==> src/rtl/pipeline_pkg.sv <==
// Shared definitions for the pipeline issue controller: instruction field
// positions, the NOP encoding and the status encoding.
package pipeline_pkg;

  localparam int unsigned OPC_MSB   = 31;
  localparam int unsigned OPC_LSB   = 26;
  localparam int unsigned WSEL_MSB  = 25;
  localparam int unsigned WSEL_LSB  = 21;
  localparam int unsigned RSEL1_MSB = 20;
  localparam int unsigned RSEL1_LSB = 16;
  localparam int unsigned RSEL2_MSB = 15;
  localparam int unsigned RSEL2_LSB = 11;
  // opcode[3]: immediate form, which does not read select 2
  localparam int unsigned IMM_BIT   = 29;

  localparam logic [31:0] NOP = 32'h0000_0000;

  typedef enum logic [1:0] {
    IDLE  = 2'd0,
    ISSUE = 2'd1,
    STALL = 2'd2,
    DRAIN = 2'd3
  } status_e;

  // Any non-zero opcode writes its destination register.
  function automatic logic writesReg(input logic [31:0] instr);
    return instr[OPC_MSB:OPC_LSB] != '0;
  endfunction

endpackage

==> src/rtl/issue_fifo.sv <==
// DEPTH-entry synchronous instruction FIFO with push, pop and flush.
// The head entry is presented combinationally on rdata (NOP when empty).
module issue_fifo
  import pipeline_pkg::*;
#(
  parameter int unsigned DEPTH = 4
) (
  input  logic                     clk,
  input  logic                     rst,
  input  logic                     push,
  input  logic                     pop,
  input  logic                     flush,
  input  logic [31:0]              wdata,
  output logic [31:0]              rdata,
  output logic                     full,
  output logic                     empty,
  output logic [$clog2(DEPTH):0]   count
);

  localparam int unsigned AW = $clog2(DEPTH);

  logic [31:0]   mem [DEPTH];
  logic [AW-1:0] wrPtr;
  logic [AW-1:0] rdPtr;

  // DEPTH is a power of two, so the count MSB alone marks full
  assign full  = count[AW];
  assign empty = (count == '0);
  assign rdata = empty ? NOP : mem[rdPtr];

  // Storage write; flush discards anything offered in the same cycle
  always_ff @(posedge clk) begin
    if (push && !flush) begin
      mem[wrPtr] <= wdata;
    end
  end

  // Pointer and occupancy update; pointers wrap naturally modulo DEPTH
  always_ff @(posedge clk or posedge rst) begin
    if (rst) begin
      wrPtr <= '0;
      rdPtr <= '0;
      count <= '0;
    end else if (flush) begin
      wrPtr <= '0;
      rdPtr <= '0;
      count <= '0;
    end else begin
      if (push) wrPtr <= wrPtr + AW'(1);
      if (pop)  rdPtr <= rdPtr + AW'(1);
      case ({push, pop})
        2'b10:   count <= count + (AW + 1)'(1);
        2'b01:   count <= count - (AW + 1)'(1);
        default: count <= count;
      endcase
    end
  end

endmodule

==> src/rtl/pipeline_issue_ctrl.sv <==
// Issue controller for the three-stage, non-forwarding pipeline. Buffers
// upstream instructions, tracks in-flight writes in a 3-slot scoreboard and
// issues NOP bubbles while the head would read a register not yet written.
module pipeline_issue_ctrl
  import pipeline_pkg::*;
#(
  parameter int unsigned DEPTH = 4,
  parameter int unsigned CNT_W = 16
) (
  input  logic                   clk,
  input  logic                   rst,
  input  logic [31:0]            in_instr,
  input  logic                   in_valid,
  output logic                   in_ready,
  input  logic                   flush,
  output logic [31:0]            instr_out,
  output logic                   issue,
  output logic [1:0]             status,
  output logic [$clog2(DEPTH):0] fifo_count,
  output logic [CNT_W-1:0]       stall_cnt,
  output logic [CNT_W-1:0]       issue_cnt
);

  logic [31:0] headInstr;
  logic        fifoFull;
  logic        fifoEmpty;
  logic        headValid;
  logic        headHazard;
  logic        doPush;
  logic        anyPending;
  status_e     statusNext;

  // Scoreboard slot 0 mirrors S1, slot 1 S2, slot 2 S3
  logic [2:0]  sbWe;
  logic [4:0]  sbWsel [3];

  logic [4:0]  headRs1;
  logic [4:0]  headRs2;
  logic        headImm;

  assign headValid = !fifoEmpty;
  assign headRs1   = headInstr[RSEL1_MSB:RSEL1_LSB];
  assign headRs2   = headInstr[RSEL2_MSB:RSEL2_LSB];
  assign headImm   = headInstr[IMM_BIT];

  assign in_ready  = !fifoFull && !flush;
  assign doPush    = in_valid && in_ready;
  assign issue     = headValid && !headHazard && !flush;
  assign instr_out = issue ? headInstr : NOP;
  assign status    = statusNext;

  issue_fifo #(
    .DEPTH (DEPTH)
  ) u_issue_fifo (
    .clk   (clk),
    .rst   (rst),
    .push  (doPush),
    .pop   (issue),
    .flush (flush),
    .wdata (in_instr),
    .rdata (headInstr),
    .full  (fifoFull),
    .empty (fifoEmpty),
    .count (fifo_count)
  );

  // RAW check against S1/S2 only; S3 commits before the head reads
  always_comb begin
    headHazard = 1'b0;
    for (int i = 0; i < 2; i++) begin
      if (sbWe[i] && ((sbWsel[i] == headRs1) || (!headImm && (sbWsel[i] == headRs2)))) begin
        headHazard = headValid;
      end
    end
  end

  // Status: issuing beats stalling; otherwise pending writes mean drain
  always_comb begin
    anyPending = |sbWe;
    if (issue) begin
      statusNext = ISSUE;
    end else if (headHazard) begin
      statusNext = STALL;
    end else if (anyPending) begin
      statusNext = DRAIN;
    end else begin
      statusNext = IDLE;
    end
  end

  // Scoreboard shifts every cycle; bubbles and flushes load an empty slot
  always_ff @(posedge clk or posedge rst) begin
    if (rst) begin
      sbWe      <= '0;
      sbWsel[0] <= '0;
      sbWsel[1] <= '0;
      sbWsel[2] <= '0;
    end else begin
      sbWe      <= {sbWe[1:0], issue && writesReg(headInstr)};
      sbWsel[2] <= sbWsel[1];
      sbWsel[1] <= sbWsel[0];
      sbWsel[0] <= issue ? headInstr[WSEL_MSB:WSEL_LSB] : 5'd0;
    end
  end

  // Saturating statistics counters
  always_ff @(posedge clk or posedge rst) begin
    if (rst) begin
      stall_cnt <= '0;
      issue_cnt <= '0;
    end else begin
      if (headHazard && (stall_cnt != '1)) stall_cnt <= stall_cnt + CNT_W'(1);
      if (issue && (issue_cnt != '1))      issue_cnt <= issue_cnt + CNT_W'(1);
    end
  end

endmodule

==> config.mk <==
export PLATFORM = sky130hd
export DESIGN_NAME = pipeline_issue_ctrl
export DESIGN_NICKNAME = d
export VERILOG_FILES = /design/src/rtl/pipeline_pkg.sv /design/src/rtl/issue_fifo.sv /design/src/rtl/pipeline_issue_ctrl.sv
export SDC_FILE = /design/constraint.sdc
export NUM_CORES = 1
export LEC_CHECK = 0
export ABC_CLOCK_PERIOD_IN_PS = 4100
export BUFFER_PORTS_ARGS = -buffer_cell sky130_fd_sc_hd__buf_2
export CAP_MARGIN = 5
export CORE_AREA = 2 2 142 130
export CTS_CLUSTER_DIAMETER = 30
export DETAILED_ROUTE_END_ITERATION = 7
export DIE_AREA = 0 0 144 132
export GPL_TIMING_DRIVEN = 0
export PLACE_DENSITY = 0.64
export RECOVER_POWER = 50
export REMOVE_ABC_BUFFERS = 1
export SYNTH_ARGS = -nofsm -noshare
export SYNTH_HDL_FRONTEND = slang
export SYNTH_HIERARCHICAL = 1
export SYNTH_SLANG_ARGS = --single-unit
==> constraint.sdc <==
create_clock -name clk -period 4.1 [get_ports clk]
set_input_delay 0.615 -clock clk [delete_from_list [all_inputs] [get_ports clk]]
set_output_delay 0.615 -clock clk [all_outputs]
set_load 0.01 [all_outputs]
## Yosys cells after proc, flatten, opt, wreduce, memory -nomap -nowiden

Memory sizes are Yosys's and may differ from the RTL's.
Index checks and enable logic that the tools add are counted.

| operators by class | value |
|---|---|
| eq/ne operators | 8 |
| $add $sub $neg | 6 |
| reduce and logical (&&, ||, !) cells | 25 |
| mux-type cells | 16 |

Operators by type and width:

| kind | number |
|---|---|
| 32-bit 2-to-1 mux | 2 |
| 16-bit by 1-bit adder with 16-bit output (second input constant) | 2 |
| 16-bit inequality test (second input constant) | 2 |
| 5-bit equality test | 4 |
| 2-bit 2-to-1 mux | 7 |
| 1-bit logical AND | 12 |
| 3-bit case mux with 2 select lines | 1 |
| 6-bit nonzero test | 1 |
| 1-bit zero test | 5 |
| 5-bit 2-to-1 mux | 1 |
| 2-bit by 1-bit adder with 2-bit output (second input constant) | 2 |
| 1-bit 2-to-1 mux | 4 |
| 2-bit nonzero test | 2 |
| 3-bit by 1-bit adder with 3-bit output (second input constant) | 1 |
| 3-bit zero test | 1 |
| 3-bit 2-to-1 mux | 1 |
| 3-bit nonzero test | 1 |
| 3-bit OR reduction | 1 |
| 3-bit by 1-bit subtractor with 3-bit output (second input constant) | 1 |
| 2-bit by 1-bit equality test with 1-bit output (second input constant) | 1 |
| 2-bit equality test (second input constant) | 1 |
| 1-bit logical OR | 2 |

| word-level totals | value |
|---|---|
| bits of input ports | 36 |
| RAM bits | 128 |
| register bits | 52 |
| output and inout port bits | 71 |
| memories | 1 |
| logic and storage cells | 64 |

Memory list:

| memory | words | width | rd ports | clocked after memory_dff | wr ports | line | RTL |
|---|---|---|---|---|---|---|---|
| u_issue_fifo.mem | 4 | 32 | 1 | 0 | 1 | issue_fifo.sv:22 | `logic [31:0] mem [DEPTH];` |

## Longest topological paths before layout

Gate-level depths: netlist of the first run.

| logic depth | value |
|---|---|
| depth after elaboration | 14 |
| mapped depth | 16 |
| gate-level depth less buffers | 12 |

## Hierarchy

The synthesis of the first run kept the hierarchy.

By module, submodules not included:

| module | instances | cells an instance | area an instance (um^2) |
|---|---|---|---|
| issue_fifo | 1 | 247 | 5278.8 |
| pipeline_issue_ctrl | 1 | 238 | 2439.8 |

## Worst setup path after synthesis of the first run

Ideal clock, no wire load.

| path | value |
|---|---|
| path type | register to register |
| start | register u_issue_fifo.count[0] |
| end | register u_issue_fifo.count[1] |
| cell stages (with the launch flop) | 15 |
| required time | 3972 ps |
| library setup time | 128 ps |
| setup slack | 498 ps |
| data arrival time | 3474 ps |
| cell sequence | dfrtp_1 > nor3_1 > clkbuf_1 > nor2b_1 > xor2_1 > nor4_1 > and3_1 > or4_1 > buf_2 > nor2_2 > buf_2 > nor2b_1 > fa_1 > mux2i_1 > nor2_1 |

| on the way | value |
|---|---|
| elaborated cells between the ends (all ways) | 26 |
| classes of those cells | add/sub (2); eq/ne (6); mux (5); reduce/logical (13) |

RTL lines:

| what | line | RTL |
|---|---|---|
| from (decl) | issue_fifo.sv:17 | `output logic [$clog2(DEPTH):0] count` |
| from (signal assigned) | issue_fifo.sv:52 | `2'b10: count <= count + (AW + 1)'(1);` |
| from (signal assigned) | issue_fifo.sv:53 | `2'b01: count <= count - (AW + 1)'(1);` |
| from (signal assigned) | issue_fifo.sv:54 | `default: count <= count;` |
| 3-bit zero test (*) | issue_fifo.sv:28 | `assign empty = (count == '0);` |
| 32-bit 2-to-1 mux (*) | issue_fifo.sv:29 | `assign rdata = empty ? NOP : mem[rdPtr];` |
| net headInstr[20] | pipeline_issue_ctrl.sv:24 | `logic [31:0] headInstr;` |
| 5-bit equality test | pipeline_issue_ctrl.sv:71 | `if (sbWe[i] && ((sbWsel[i] == headRs1) \|\| (!headImm && (sbWsel[i] == headRs2)))) begin` |
| 1-bit logical OR | pipeline_issue_ctrl.sv:71 |  |
| 1-bit logical AND | pipeline_issue_ctrl.sv:71 |  |
| 1-bit 2-to-1 mux | pipeline_issue_ctrl.sv:71 |  |
| 1-bit 2-to-1 mux (*) | pipeline_issue_ctrl.sv:71 |  |
| 1-bit zero test (*) | pipeline_issue_ctrl.sv:48 | `assign issue = headValid && !headHazard && !flush;` |
| 1-bit logical AND (*) (2 in a row) | pipeline_issue_ctrl.sv:48 |  |
| net issue | pipeline_issue_ctrl.sv:17 | `output logic issue,` |
| 2-bit by 1-bit equality test with 1-bit output / 2-bit equality test (equally long branches) | issue_fifo.sv:51 | `case ({push, pop})` |
| 3-bit case mux with 2 select lines | issue_fifo.sv:51 |  |
| 3-bit 2-to-1 mux | issue_fifo.sv:44 | `end else if (flush) begin` |

Mark *: on every way through the listed nets, which the timed path passes. The rest lies on a longest branch.
A chain may end at the register's enable or synchronous reset.

## Worst setup path after layout of the first run

| path | value |
|---|---|
| start | register u_issue_fifo.rdPtr[0] |
| end | output instr_out[25] |

| on the way | value |
|---|---|
| longest elaborated chain between the ends | 12 |
| elaborated cells between the ends (all ways) | 19 |
| classes of those cells | eq/ne (4); mux (4); reduce/logical (10); memory (1) |

Ends and longest elaborated chain:

| what | line | RTL |
|---|---|---|
| from (decl) | issue_fifo.sv:24 | `logic [AW-1:0] rdPtr;` |
| from (signal assigned) | issue_fifo.sv:50 | `if (pop) rdPtr <= rdPtr + AW'(1);` |
| memory read 4 x 32 bit (*) | -- |  |
| 32-bit 2-to-1 mux (*) | issue_fifo.sv:29 |  |
| net headInstr[14] | pipeline_issue_ctrl.sv:24 |  |
| 5-bit equality test | pipeline_issue_ctrl.sv:71 |  |
| 1-bit logical AND | pipeline_issue_ctrl.sv:71 |  |
| 1-bit logical OR | pipeline_issue_ctrl.sv:71 |  |
| 1-bit logical AND | pipeline_issue_ctrl.sv:71 |  |
| 1-bit 2-to-1 mux | pipeline_issue_ctrl.sv:71 |  |
| 1-bit 2-to-1 mux (*) | pipeline_issue_ctrl.sv:71 |  |
| 1-bit zero test (*) | pipeline_issue_ctrl.sv:48 |  |
| 1-bit logical AND (*) (2 in a row) | pipeline_issue_ctrl.sv:48 |  |
| 32-bit 2-to-1 mux (*) | pipeline_issue_ctrl.sv:49 | `assign instr_out = issue ? headInstr : NOP;` |
| to (decl) | pipeline_issue_ctrl.sv:16 | `output logic [31:0] instr_out,` |

Marks and branches as above.

==> results.cfg, run 1 <==
[grt]
grt_first_pass_wirelength_mm = 26.63
antenna_found_initial = 0
grt_use_met1_pct = 23.77
grt_util_met2_pct = 31.96
use_met3_pct = 5.630
grt_pass1_vias = 4829
track_usage_pct = 18.91
grt-busiest-layer = met2
gr-total-overflow = 0
grt_max_degree = 28

[sta]
rsz0062_at_grt = true
period_minus_slack_ns = 4.023
clock.fmax_mhz = 248.5
drv_slew = 28
tightest_slew_ns = 1.548
min_period_over_period_pct = 98.13
hold_viol = 0
setup_viol = 0
skew_ns = 0.01287
slew_headroom_pct = -3.199

[run_status]
status = finished with violations
violations = capacitance limit, slew limit

[drt]
vias = 4534
drt_iter0_drc = 227
drt_pre_antenna_iters = 4
wl_per_cell_um = 19.64
via_per_inst = 5.194
drc = 0
ant_nets = 0
wirelength_mm = 17.14

[place]
portBuffers = 106
place_inst = 819
hpwl_mm = 10.53
place_area_mm2 = 0.008598
place_congestion = 0.8211

[min_path]
hold_class = input port to async pin

[cells_and_area]
drive_gt1_share_pct = 30.65
fill_cells = 1470
design_area_mm2 = 0.009428
final_cells = 873
mostFrequentLayoutCell = edfxtp_1
seqCellArea_mm2 = 0.005152
multi_input_area_mm2 = 0.002546
final_cell_mix = edfxtp_1 (128), buf_2 (71), dfrtp_1 (50), clkbuf_1 (36), mux4_2 (32)
area_growth_pct = 22.14
fin_nets = 663
diodes = 0

[logic_synthesis]
ys_warn_count = 6
synth.top_cells.by_area = edfxtp_1 (50%), dfrtp_1 (17%), mux4_2 (9.3%), xor2_1 (3.3%), and2_1 (3.0%)
synth_top_area_share_pct = 49.80
syn_area_per_cell_um2 = 15.91
synthesis.area_mm2 = 0.007719
synthArstFlopShare_pct = 28.89
synth_cell_type_count = 40
ys.flop_type = edfxtp_1
yosysSeqAreaShare_pct = 66.66
ys_ff_latch = 180
synthCells = 485
synth-edff-count = 128
synth_area_leader_cell = edfxtp_1

[clock_tree]
clkTransAtPathRegs_ns = 0.07
cts_tree = yes
clock_latency_ns = 0.43
clockBufferDepth = 2
root_buffer = clkbuf_16
htree_num_levels = 4
clock_sinks = 180
hold_buffers = 0
cts_inserted_buffers = 17

[floorplan]
fp.dieW_um = 144
die_area_mm2 = 0.01901
die_y_um = 132
rows = 46
core_area_mm2 = 0.01744
pin_count = 107
start_util_pct = 44.26

[critical_path]
crit_chain = buf_12, buf_4, mux4_2, nor2b_1, xnor2_1, nand4_1, nor4b_4, or4_4, nor2_4, buf_12, and2_1, buf_2
reg2reg_depth = 16
path_max_fanout = 11
critPathLaunch = u_issue_fifo/rdPtr[0]
worstSetupPathType = register to output pin
path_common_cell = buf_12
arrival_ns = 3.41
timing.rr.start = u_issue_fifo/rdPtr[0]
worstSetupStartpointType = register
worstPathRequired_ns = 3.48
crit_path_end_kind = output pin
critPathMaxStageDelay_ns = 0.62
critPathSlowestCell = or4_4

[pwr]
clkPwrFrac_pct = 26.3
combPwrFrac_pct = 36.3
switching_share_pct = 33.43
power.switching_mw = 1.960
intPower_mw = 3.903
peakVddDrop_mv = 0.3551
p_leak_nw = 3.652
powerDensity_mw_per_mm2 = 621.9
p_seq_share_pct = 37.4

[run]
timing.max_cap.violations = 1
## cells by family (layout without fill, tap and decap cells)
group	count (synthesis)	in the layout	synth area share, %
mux	38	38	10.18
simple gates	174	178	13.44
buf+inv	28	172	2.026
flops	180	180	66.66
compound gates	5	5	0.4538
fa+ha+maj	7	7	1.232
xor+xnor	53	53	6.014
## cell usage after synthesis (all sizes together) (4+ instances only)
| cell type | n |
|---|---|
| nor3 | 10 |
| nand3 | 11 |
| and3 | 8 |
| and2 | 37 |
| nor2 | 18 |
| nor2b | 34 |
| xnor2 | 24 |
| mux4 | 32 |
| mux2 | 4 |
| nand2 | 13 |
| edfxtp | 128 |
| nor3b | 7 |
| inv | 6 |
| dfrtp | 52 |
| nor4 | 8 |
| ha | 6 |
| buf | 14 |
| nand4 | 17 |
| xor2 | 29 |
| clkbuf | 8 |
## through the flow
step | setup slack (ns) | hold WS, ns | power [mW] | setup TNS, ns | utilization [%]
floorplan | -1.697 | 0.3803 | 3.294 | -86.12 | -
global placement | -5.379 | 0.4035 | 3.663 | -347.49 | 48.26
detailed placement | -1.230 | 0.4099 | 3.953 | -47.92 | 49.30
CTS | 0.009438 | 0.1225 | 5.839 | 0 | 53.92
global route | -0.06388 | 0.1379 | 6.163 | -0.1722 | 54.06
finish | 0.07654 | 0.1217 | 5.863 | 0 | 54.06
## registers in the layout, indices dropped and copies added (netlist names)
| name | count |
|---|---|
| u_issue_fifo/mem | 128 |
| issue_cnt | 16 |
| stall_cnt | 16 |
| sbWsel | 10 |
| sbWe | 3 |
| u_issue_fifo/count | 3 |
| u_issue_fifo/rdPtr | 2 |
| u_issue_fifo/wrPtr | 2 |
## power by group through the flow
stage               registers [mW]  clock network, mW  logic [mW]
CTS                           2.19               1.58        2.07
global placement              2.32                  0        1.34
finish                        2.19               1.54        2.13
floorplan                     2.29                  0        1.01
detailed placement            2.28                  0        1.67
global route                  2.21               1.64        2.31
## repair_timing
| action | in CTS | in global routing |
|---|---|---|
| pin swaps | 5 | 5 |
| gates resized for setup | 15 | 15 |
| setup buffers | 15 | 3 |
| endpoints found under the setup margin | 49 | 35 |
| gates cloned | 4 | 0 |
## cell type report
cell class	instances	area share [%]
timing repair buffer	134	9.038
multi-input combinational	281	27.01
sequential	180	54.65
clock buffer	19	4.592
tap	240	3.185
clock inverter	13	1.287
inverter	6	0.2389
## worst max-delay path, delay by kind of cell (launching register included)
kind | cells | cell delay [ns]
buffers and inverters | 4 | 0.56
DFF | 1 | 0.51
and+or+nand+nor | 6 | 1.35
muxes | 1 | 0.40
xor gates and xnor gates | 1 | 0.15
## layer usage
metal | routed length [µm] | part of all wire (%)
met1 | 7175 | 42
met2 | 8721 | 51
met3 | 1082 | 6.3
met4 | 165 | 0.96
met5 | 0 | 0
## final timing paths
check	endpoint	slack, ns
setup / recovery	instr_out[25]	0.08
hold / removal	u_issue_fifo/count[1]	0.12
setup reg to reg	u_issue_fifo/count[2]	0.16
hold reg to reg	sbWsel[7]	0.44
max in group asynchronous	sbWsel[6]	1.92
min in group clk	sbWsel[7]	0.44
Power figures use the tool's default switching activity.
==> run 2: changes to the inputs <==
Settings changed: ABC_CLOCK_PERIOD_IN_PS 4100 to 3250, PLACE_DENSITY 0.64 to 0.66.
Clock period 4.1 ns to 3.25 ns, I/O delays scaled along.
==> run 2 against run 1 <==
Compared with the run above: the flow finishes with violations (capacitance limit, slew limit, setup timing); final cell count rose by 0.69%; global-route usage fell by 0.13 points; via count rose by 1.1%; first-iteration DRC count fell by 2.2%; combinational power rose by 41%; die area did not move; routed wire length fell by 1.4%; count of clock-buffer cells in the layout fell by 2.
==> results.cfg, run 2 (synthesis results as in run 1) <==
[cells_and_area]
drive_gt1_share_pct = 36.31
mostFrequentLayoutCell = edfxtp_1
final_cell_mix = edfxtp_1 (128), dfrtp_1 (50), buf_2 (49), clkbuf_1 (37), mux4_2 (32)
finish.utilization_pct = 56.75
diodes = 0
regMostFlops = u_issue_fifo/mem
largest_registers = u_issue_fifo/mem x128, issue_cnt x16, stall_cnt x16
area_growth_pct = 28.22
fin_nets = 669
largest_reg_flops = 128

[floorplan]
fp.dieW_um = 144
die_y_um = 132
die_area_mm2 = 0.01901
pin_count = 107
rows = 46
core_area_mm2 = 0.01744
start_util_pct = 44.26

[place]
place_congestion = 0.7739
place_ws_ns = -1.740
portBuffers = 106
hpwl_mm = 10.42

[grt]
antenna_found_initial = 0
grt_max_degree = 42
gr-total-overflow = 0
grt_pass1_vias = 4912
grt_first_pass_wirelength_mm = 26.59
track_usage_pct = 18.78

[drt]
drt_iter0_drc = 222
drt_pre_antenna_iters = 4
vias = 4584
wl_per_cell_um = 19.24
via_per_inst = 5.215
drc = 0
wirelength_mm = 16.91
ant_nets = 0

[run_status]
violations = capacitance limit, slew limit, setup timing
status = finished with violations

[sta]
setup_viol = 37
period_minus_slack_ns = 3.819
hold_ws_ns = 0.3077
skew_ns = 0.01404
setup_ws_ns = -0.5688
drv_slew = 42
hold_viol = 0
clock.fmax_mhz = 261.9
slew_headroom_pct = -29.21
rsz0062_at_grt = true
min_period_over_period_pct = 117.5
tightest_slew_ns = 1.938

[min_path]
min_from = in_instr[3]
hold_class = input port to register

[critical_path]
critical_path.top_delay_family = simple AND/OR/NAND/NOR gates
crit_chain = buf_12, mux4_2, nor2b_4, xor2_1, nor4_1, and3_1, or4_4, nor2_4, buf_6, and2_4, buf_6
critPathMaxStageDelay_ns = 0.56
crit_path_end_kind = output pin
critPathSlowestCell = or4_4
critPathLaunch = u_issue_fifo/rdPtr[0]
arrival_ns = 3.33
path_max_fanout = 14
path_common_cell = buf_6
worstSetupPathType = register to output pin
worstPathRequired_ns = 2.76
timing.rr.start = u_issue_fifo/rdPtr[0]
worstSetupStartpointType = register
cp_num_buf_inv = 3

[pwr]
peakVddDrop_mv = 0.4995
combPwrFrac_pct = 37.7
clkPwrFrac_pct = 27.5
powerDensity_mw_per_mm2 = 806.4
p_total_mw = 7.981
p_seq_share_pct = 34.8
intPower_mw = 5.358
p_leak_nw = 3.801
power.switching_mw = 2.623
switching_share_pct = 32.87

[clock_tree]
clockBufferDepth = 2
clock_sinks = 180
clkTransAtPathRegs_ns = 0.07
cts_inserted_buffers = 17
root_buffer = clkbuf_16
htree_num_levels = 4
clock_latency_ns = 0.43
cts_tree = yes

[run]
timing.max_cap.violations = 1
run 2: changes by cell type in the layout (fill, tap and decap cells not counted), sizes merged, moves of 2 or more:
cell / before / now
buf: 100 / 103
nor2: 21 / 18
bufinv: 1 / 3
clkinv: 4 / 2
inv: 13 / 15
run 2: through the flow:
stage                     cells  cell area [µm²]  setup TNS (ns)
after global routing        879             9897          -25.06
after CTS                   880             9936          -20.70
after floorplan             463             7585         -147.96
final                       879             9897          -19.48
after global placement      809             8416         -398.57
after detailed placement    819             8618          -78.19
run 2: cell type report:
class,instances,area (µm²)
Timing Repair Buffer,143,1069
Multi-Input combinational cell,278,2719
Sequential cell,180,5152
Inverter,6,22.52
Clock buffer,17,425.4
Clock inverter,15,209.0
Fill cell,1404,7542
Tap cell,240,300.3
run 2: final timing paths:
kind                                                to  depth (start not counted)  slack, ns
worst max-delay path                     instr_out[25]                         11      -0.57
worst min-delay path            u_issue_fifo/mem[3][3]                          1       0.31
worst max register to register   u_issue_fifo/count[1]                         13      -0.33
worst min register to register               sbWsel[7]                          0       0.44
max in group asynchronous                 issue_cnt[4]                          4       0.47
min in group asynchronous                stall_cnt[11]                          3       0.51
run 2: layer usage:
| metal | wire (µm) | track usage [%] |
|---|---|---|
| met5 | 0 | 0 |
| met4 | 207 | 4.630 |
| met1 | 7272 | 23.82 |
| met2 | 8438 | 31.22 |
| met3 | 994 | 6.284 |
run 2: power by group through the flow:
stage                     clock (mW)  sequential, mW  combinational [mW]
after floorplan                    0            2.89                1.27
after global placement             0            2.88                1.44
after detailed placement           0            2.84                2.15
after CTS                       2.23            2.77                3.11
after global routing            2.34            2.80                3.25
final                           2.19            2.78                3.01
run 2: what timing repair did:
| action | in CTS | in global routing |
|---|---|---|
| endpoints found under the hold margin | 11 | 0 |
| pin swaps | 29 | 13 |
| gates cloned | 4 | 0 |
| setup buffers | 24 | 4 |
| hold buffers | 1 | 0 |
| gates resized for setup | 90 | 24 |
| setup endpoints to repair | 78 | 56 |
